## src/rtl/fwd_ctrl.sv

```systemverilog
// fwd_ctrl: operand forwarding and load-use hazard control for a 5-stage pipeline.
// It tracks the instructions sitting in EX, MEM and WB, selects the EX operand
// sources, and requests a one-cycle stall when a load feeds the instruction behind it.
//
// Control semantics (one rule set, no handshake ports):
//   - stall is combinational and is asserted in the cycle the dependent
//     instruction sits in decode; the front end holds PC and IF/ID for that cycle.
//   - flush squashes whatever would enter EX this edge, and it wins over stall.
//   - EX receives a bubble whenever stall, flush, or !id_valid.
//   - stall_cnt counts edges where stall=1 and flush=0, saturating at 16'hFFFF.
module fwd_ctrl (
  input  logic        clk,
  input  logic        reset,
  input  logic        id_valid,
  input  logic [4:0]  id_rs,
  input  logic [4:0]  id_rt,
  input  logic [4:0]  id_dst,
  input  logic        id_regwrite,
  input  logic        id_memread,
  input  logic        flush,
  output logic [1:0]  fwd_a,
  output logic [1:0]  fwd_b,
  output logic        stall,
  output logic [15:0] stall_cnt
);

  localparam logic [1:0] SEL_RF  = 2'b00;
  localparam logic [1:0] SEL_WB  = 2'b01;
  localparam logic [1:0] SEL_MEM = 2'b10;

  typedef struct packed {
    logic       valid;
    logic [4:0] rs;
    logic [4:0] rt;
    logic [4:0] dst;
    logic       regwrite;
    logic       memread;
  } ex_rec_t;

  typedef struct packed {
    logic       valid;
    logic [4:0] dst;
    logic       regwrite;
    logic       memread;
  } mem_rec_t;

  typedef struct packed {
    logic       valid;
    logic [4:0] dst;
    logic       regwrite;
  } wb_rec_t;

  ex_rec_t  ex_q,  ex_d;
  mem_rec_t mem_q, mem_d;
  wb_rec_t  wb_q,  wb_d;

  logic [15:0] stall_cnt_q;
  logic [15:0] stall_cnt_d;

  logic stall_hit;
  logic stall_count_en;
  logic issue_en;
  logic mem_can_fwd;
  logic wb_can_fwd;

  // Load-use hazard: the load in EX has not produced data yet, so a consumer in
  // decode must wait one cycle. Register 0 is hardwired and never a hazard.
  always_comb begin
    stall_hit = 1'b0;
    if (id_valid && ex_q.valid && ex_q.memread && (ex_q.dst != 5'd0) &&
        ((ex_q.dst == id_rs) || (ex_q.dst == id_rt))) begin
      stall_hit = 1'b1;
    end
  end

  assign stall          = stall_hit;
  assign stall_count_en = stall_hit & ~flush;
  assign issue_en       = id_valid & ~stall_hit & ~flush;

  // Operand source selection. A load in MEM has no ALU result to forward, so it
  // is skipped there and only becomes a source once its data reaches WB.
  always_comb begin
    mem_can_fwd = mem_q.valid & mem_q.regwrite & ~mem_q.memread & (mem_q.dst != 5'd0);
    wb_can_fwd  = wb_q.valid & wb_q.regwrite & (wb_q.dst != 5'd0);
    fwd_a = SEL_RF;
    fwd_b = SEL_RF;
    if (ex_q.valid) begin
      if (mem_can_fwd && (mem_q.dst == ex_q.rs)) begin
        fwd_a = SEL_MEM;
      end else if (wb_can_fwd && (wb_q.dst == ex_q.rs)) begin
        fwd_a = SEL_WB;
      end
      if (mem_can_fwd && (mem_q.dst == ex_q.rt)) begin
        fwd_b = SEL_MEM;
      end else if (wb_can_fwd && (wb_q.dst == ex_q.rt)) begin
        fwd_b = SEL_WB;
      end
    end
  end

  // Next-state of the stage records: shift down, inject a bubble into EX when
  // nothing legitimate is issuing.
  always_comb begin
    ex_d           = '0;
    mem_d          = '0;
    wb_d           = '0;
    if (issue_en) begin
      ex_d.valid    = 1'b1;
      ex_d.rs       = id_rs;
      ex_d.rt       = id_rt;
      ex_d.dst      = id_dst;
      ex_d.regwrite = id_regwrite;
      ex_d.memread  = id_memread;
    end
    mem_d.valid    = ex_q.valid;
    mem_d.dst      = ex_q.dst;
    mem_d.regwrite = ex_q.regwrite;
    mem_d.memread  = ex_q.memread;
    wb_d.valid     = mem_q.valid;
    wb_d.dst       = mem_q.dst;
    wb_d.regwrite  = mem_q.regwrite;
  end

  // Saturating stall counter next value; kept as a plain net so it is easy to observe.
  assign stall_cnt_d = (stall_count_en && (stall_cnt_q != 16'hFFFF)) ?
                       (stall_cnt_q + 16'd1) : stall_cnt_q;

  // Stage records and counter; reset discards every in-flight instruction.
  always_ff @(posedge clk or posedge reset) begin
    if (reset) begin
      ex_q        <= '0;
      mem_q       <= '0;
      wb_q        <= '0;
      stall_cnt_q <= 16'd0;
    end else begin
      ex_q        <= ex_d;
      mem_q       <= mem_d;
      wb_q        <= wb_d;
      stall_cnt_q <= stall_cnt_d;
    end
  end

  assign stall_cnt = stall_cnt_q;

endmodule
```

## config.mk

```make
export PLATFORM = sky130hd
export DESIGN_NAME = fwd_ctrl
export DESIGN_NICKNAME = d
export VERILOG_FILES = /design/src/rtl/fwd_ctrl.sv
export SDC_FILE = /design/constraint.sdc
export NUM_CORES = 1
export LEC_CHECK = 0
export ABC_AREA = 1
export ABC_CLOCK_PERIOD_IN_PS = 1900
export BUFFER_PORTS_ARGS = -buffer_cell sky130_fd_sc_hd__buf_4
export CELL_PAD_IN_SITES_DETAIL_PLACEMENT = 1
export CELL_PAD_IN_SITES_GLOBAL_PLACEMENT = 1
export CORE_UTILIZATION = 41
export DETAILED_ROUTE_END_ITERATION = 8
export HOLD_SLACK_MARGIN = 0.06
export PLACE_DENSITY = 0.83
export SYNTH_ARGS = -nofsm -noshare
export SYNTH_HDL_FRONTEND = slang
export SYNTH_SLANG_ARGS = --single-unit
```

## constraint.sdc

```tcl
create_clock -name clk -period 1.9 [get_ports clk]
set_input_delay 0.38 -clock clk [delete_from_list [all_inputs] [get_ports clk]]
set_output_delay 0.38 -clock clk [all_outputs]
set_load 0.01 [all_outputs]
```

==> impl.org <==
** Detailed routing
- Met2 layer wire length in the routed design :: approximately 3300 um
- For this run, the detailed router's first-pass iteration total came to 6.
- Antenna-violating nets left :: 0
- Routed vias/inst :: approximately 4.9
- In the routed design, unresolved DRC markers number 0.
- Summing over every cut layer, the via total after detailed routing is 2106.
- For this block, wires on met1 add up to ~2900 um.
- Routed length on met3 :: between 150 and 200 um
- The detailed router finished its first iteration with between 90 and 100 violations.
- WL per Instance :: between 15 and 20 um
- Routed Wire Length :: 6518 um
- The highest metal layer carrying signal wires in the routed design is met4.

** Critical path
- R2r endpoint :: stall_cnt[1]
- Maximum fanout along the worst path :: 3
- Flop2flop setup slack :: 0.21 ns
- At the worst endpoint, the arrival time is 1.57 ns.
- The worst register-to-register path begins at stall_cnt[0].
- Kind of start point of the critical path :: flop
- Required time of the worst setup path :: 1.52 ns
- Critical Setup Path Class :: reg -> out
- Worst reg-to-reg path cell count :: 9
- STA classifies the critical path endpoint as an output port.

** Timing
- Remaining max-slew budget at the tightest pin :: 77.16%
- Setup violations remaining at the end of the flow were counted as 2.
- Number of pins with negative max-slew slack in the final report :: 0
- Post-route worst hold slack :: 0.1227 ns
- Min Clock Period, post-route :: slightly below 2 ns
- Post-route clock period utilization :: 102.6%
- Clock skew :: 0.003241 ns
- For the pin with the worst max-slew slack, the measured transition is 0.3423 ns.
- Based on the critical path, the design can be clocked at up to 513.1 MHz.
- Post-route setup slack :: -0.04908 ns
- The hold violation total from the final report is 0.
- Setup repair after global routing could not meet its margin everywhere.

** Synth
- Area share of the largest cell type after synthesis :: 49.15%
- For this run, the leading register cell type out of synthesis is sky130_fd_sc_hd__dfrtp_1.
- Cell Area, Synth :: between 2000 and 2500 sq um
- After synthesis, the cell types taking the most area are sky130_fd_sc_hd__dfrtp_1, sky130_fd_sc_hd__nand2_1, sky130_fd_sc_hd__inv_1, sky130_fd_sc_hd__nor2_1, sky130_fd_sc_hd__xnor2_1.
- When the netlist entered floorplanning its net count stood at ~330.
- Per-instance average area after synthesis :: around 8.2 sq um
- For this run, the register share of the synthesized area comes to a little under 50%.
- For this run, asynchronously set or reset flops after synthesis account for 100.0%.
- Yosys Warn Count :: 0
- Yosys mapped the design onto 28 distinct sky130hd cell types.
- In the post-synthesis netlist, the cell with the most instances is sky130_fd_sc_hd__nand2_1.
- Summed over all instances, the cell type with the most area after synthesis is sky130_fd_sc_hd__dfrtp_1.
- Synthesis produced 304 cells.
- Top cells by count, synth :: sky130_fd_sc_hd__nand2_1, sky130_fd_sc_hd__dfrtp_1, sky130_fd_sc_hd__inv_1, sky130_fd_sc_hd__nor2_1, sky130_fd_sc_hd__nand3_1
- The synthesized design contains a little under 50 register bits.
- EDFF count, synth :: 0

** Layout
- Number of non-filler instances in the completed layout :: 432
- ANT cells :: 0
- Ratio of cells with drive above 1 in the final layout :: between 20% and 30%
- Final Net Count :: 380
- The area growth from synthesis to layout is 24.82%.

** Clock network
- TritonCTS Buffers :: 5
- Counting every sink on the clock net gives 49.
- Clk root buf :: sky130_fd_sc_hd__clkbuf_8
- Insertion delay to the later sink of the worst-skew pair :: around 0.30 ns
- Counting along the longest clock path gives a buffer depth of 2.
- Hold repair after CTS inserted 0 buffers.
- CTS tree :: yes
- H-tree depth :: 2
- After clock tree synthesis, the clock-pin slew on the worst setup and hold paths is 0.09 ns.

** Run status
- The flow ran to the end, but the final reports show violations.
- Failing checks :: setup timing

** Power and ir drop
- Switching portion of total power :: 25.12%
- Worst IR drop on VDD :: ~0.00033 V
- Internal power :: 1405 uW
- Sequential fraction of design power :: 58.8%
- Summed over all cells, the static leakage comes to 0.001672 uW.
- The clock network burns between 30% and 40% of the power.
- In this run the power spent charging and discharging nets is approximately 470 uW.
- The design draws 1876 uW.
- Combinational cells account for 10.4% of the total power.
- Power per cell area :: 602.3 nW/um^2

** Floorplanning
- In this run the standard cell core region covers 5886 sq um.
- Number of rows in the core area :: 28
- Area enclosed by the die boundary :: about 6400 sq um
- Top Ports :: 42
- Die Y-Extent :: approximately 80 um
- For this configuration, the core starts out at a cell density of 42.39%.
- The die is 80.01 um wide.

** Place
- Counting tap cells, the placed design contains a total of between 400 and 500 instances.
- Placer's final routability congestion estimate :: 0.8539
- Detailed placement HPWL :: 4944 um
- During placement, the flow inserted port buffers numbering 41.

** Global route
- The number of antenna violations at the first check in global routing is 0.
- The number of global-route vias before repair was 2222.
- Global routing finished with a remaining overflow of 0.
- Global Route Usage Sum :: between 20 and 25%
- The first global-routing pass estimated ~11000 um of wire.
- Maximum number of pins on one net before global-route repair :: 50

** Flow run
- Maximum capacitance violations :: 0

** Worst hold path
- The path class of the tightest hold or removal check is in -> async.
[routing by layer]
metal | vias up | track usage [%]
met2 | 37 | 39.06
met4 | 0 | 6.429
met3 | 10 | 3.771
met5 | - | 0
li1 | 1032 | -
met1 | 1027 | 29.56
[kinds of logic after synthesis]
kind of cell | synth area share [%]
adders and majority gates | 0.5014
xor gates and xnor gates | 10.53
AOI/OAI and AO/OA | 1.154
buffers and inverters | 7.873
and+or+nand+nor | 30.79
DFF | 49.15
[cell usage in the layout, fill, tap and decap left out, types with 5 or more instances in the layout]
master and instances:
sky130_fd_sc_hd__xor2_1 15, sky130_fd_sc_hd__nor2_1 36, sky130_fd_sc_hd__xnor2_1 11, sky130_fd_sc_hd__nand3_1 16, sky130_fd_sc_hd__inv_1 37, sky130_fd_sc_hd__clkbuf_8 5
sky130_fd_sc_hd__buf_4 46, sky130_fd_sc_hd__dfrtp_1 42, sky130_fd_sc_hd__nor3_1 8, sky130_fd_sc_hd__inv_2 7, sky130_fd_sc_hd__dfrtp_2 7, sky130_fd_sc_hd__nand2_1 89
[power groups by stage]
stage	Combinational, uW	Clock (uW)	Sequential [uW]
6_report	195	578	1100
2_1_floorplan	103	0	1110
4_1_cts	186	593	1100
3_3_place_gp	165	0	1120
3_5_place_dp	175	0	1120
5_1_grt	221	628	1110
[final cells by class]
type / instances / area (sq um)
flip-flops and latches: 49 / 1235
clock inverters: 1 / 5.005
inverters: 45 / 168.9
clock buffers: 5 / 68.82
multi-input cells: 207 / 1135
fillers: 712 / 2771
repair buffers: 50 / 407.9
well taps: 75 / 93.84
[worst max-delay path, cell delays in order (launching register included)]
cell and delay (ns):
sky130_fd_sc_hd__dfrtp_1 0.43, sky130_fd_sc_hd__xnor2_1 0.20, sky130_fd_sc_hd__nand4_1 0.15, sky130_fd_sc_hd__nor2_2 0.15, sky130_fd_sc_hd__nand2_2 0.07, sky130_fd_sc_hd__and3_4 0.17, sky130_fd_sc_hd__buf_6 0.11
[worst max path at each step]
stage	depth (start not counted)	to	start
5_1_grt	6	fwd_b[1]	ex_q[7]
2_1_floorplan	9	stall_cnt[2]	stall_cnt[0]
3_5_place_dp	8	stall_cnt[1]	stall_cnt[0]
6_report	6	fwd_a[0]	ex_q[13]
4_1_cts	6	fwd_a[0]	mem_q[3]
3_3_place_gp	8	stall_cnt[11]	stall_cnt[0]
[stage by stage]
step / area, sq um / setup slack (ns) / util [%] / TNS, ns
after floorplan: 2495 / 0.2833 / - / 0
after global placement: 2897 / 0.2510 / 49.21 / 0
after detailed placement: 2897 / 0.1244 / 49.21 / 0
after CTS: 3025 / -0.06396 / 51.40 / -0.09427
after global routing: 3114 / -0.1622 / 52.91 / -0.6009
final: 3114 / -0.04908 / 52.91 / -0.07511
[flip-flops by register name, indices dropped and copies added (netlist names)]
register and count:
mem_q 8, stall_cnt 16, ex_q 18, wb_q 7
[what timing repair did]
action	CTS	global route
pin swaps	2	8
endpoints found under the setup margin	5	21
setup buffers	3	4
resized for setup	8	21
Note: power is estimated with default switching activity, not from simulation.
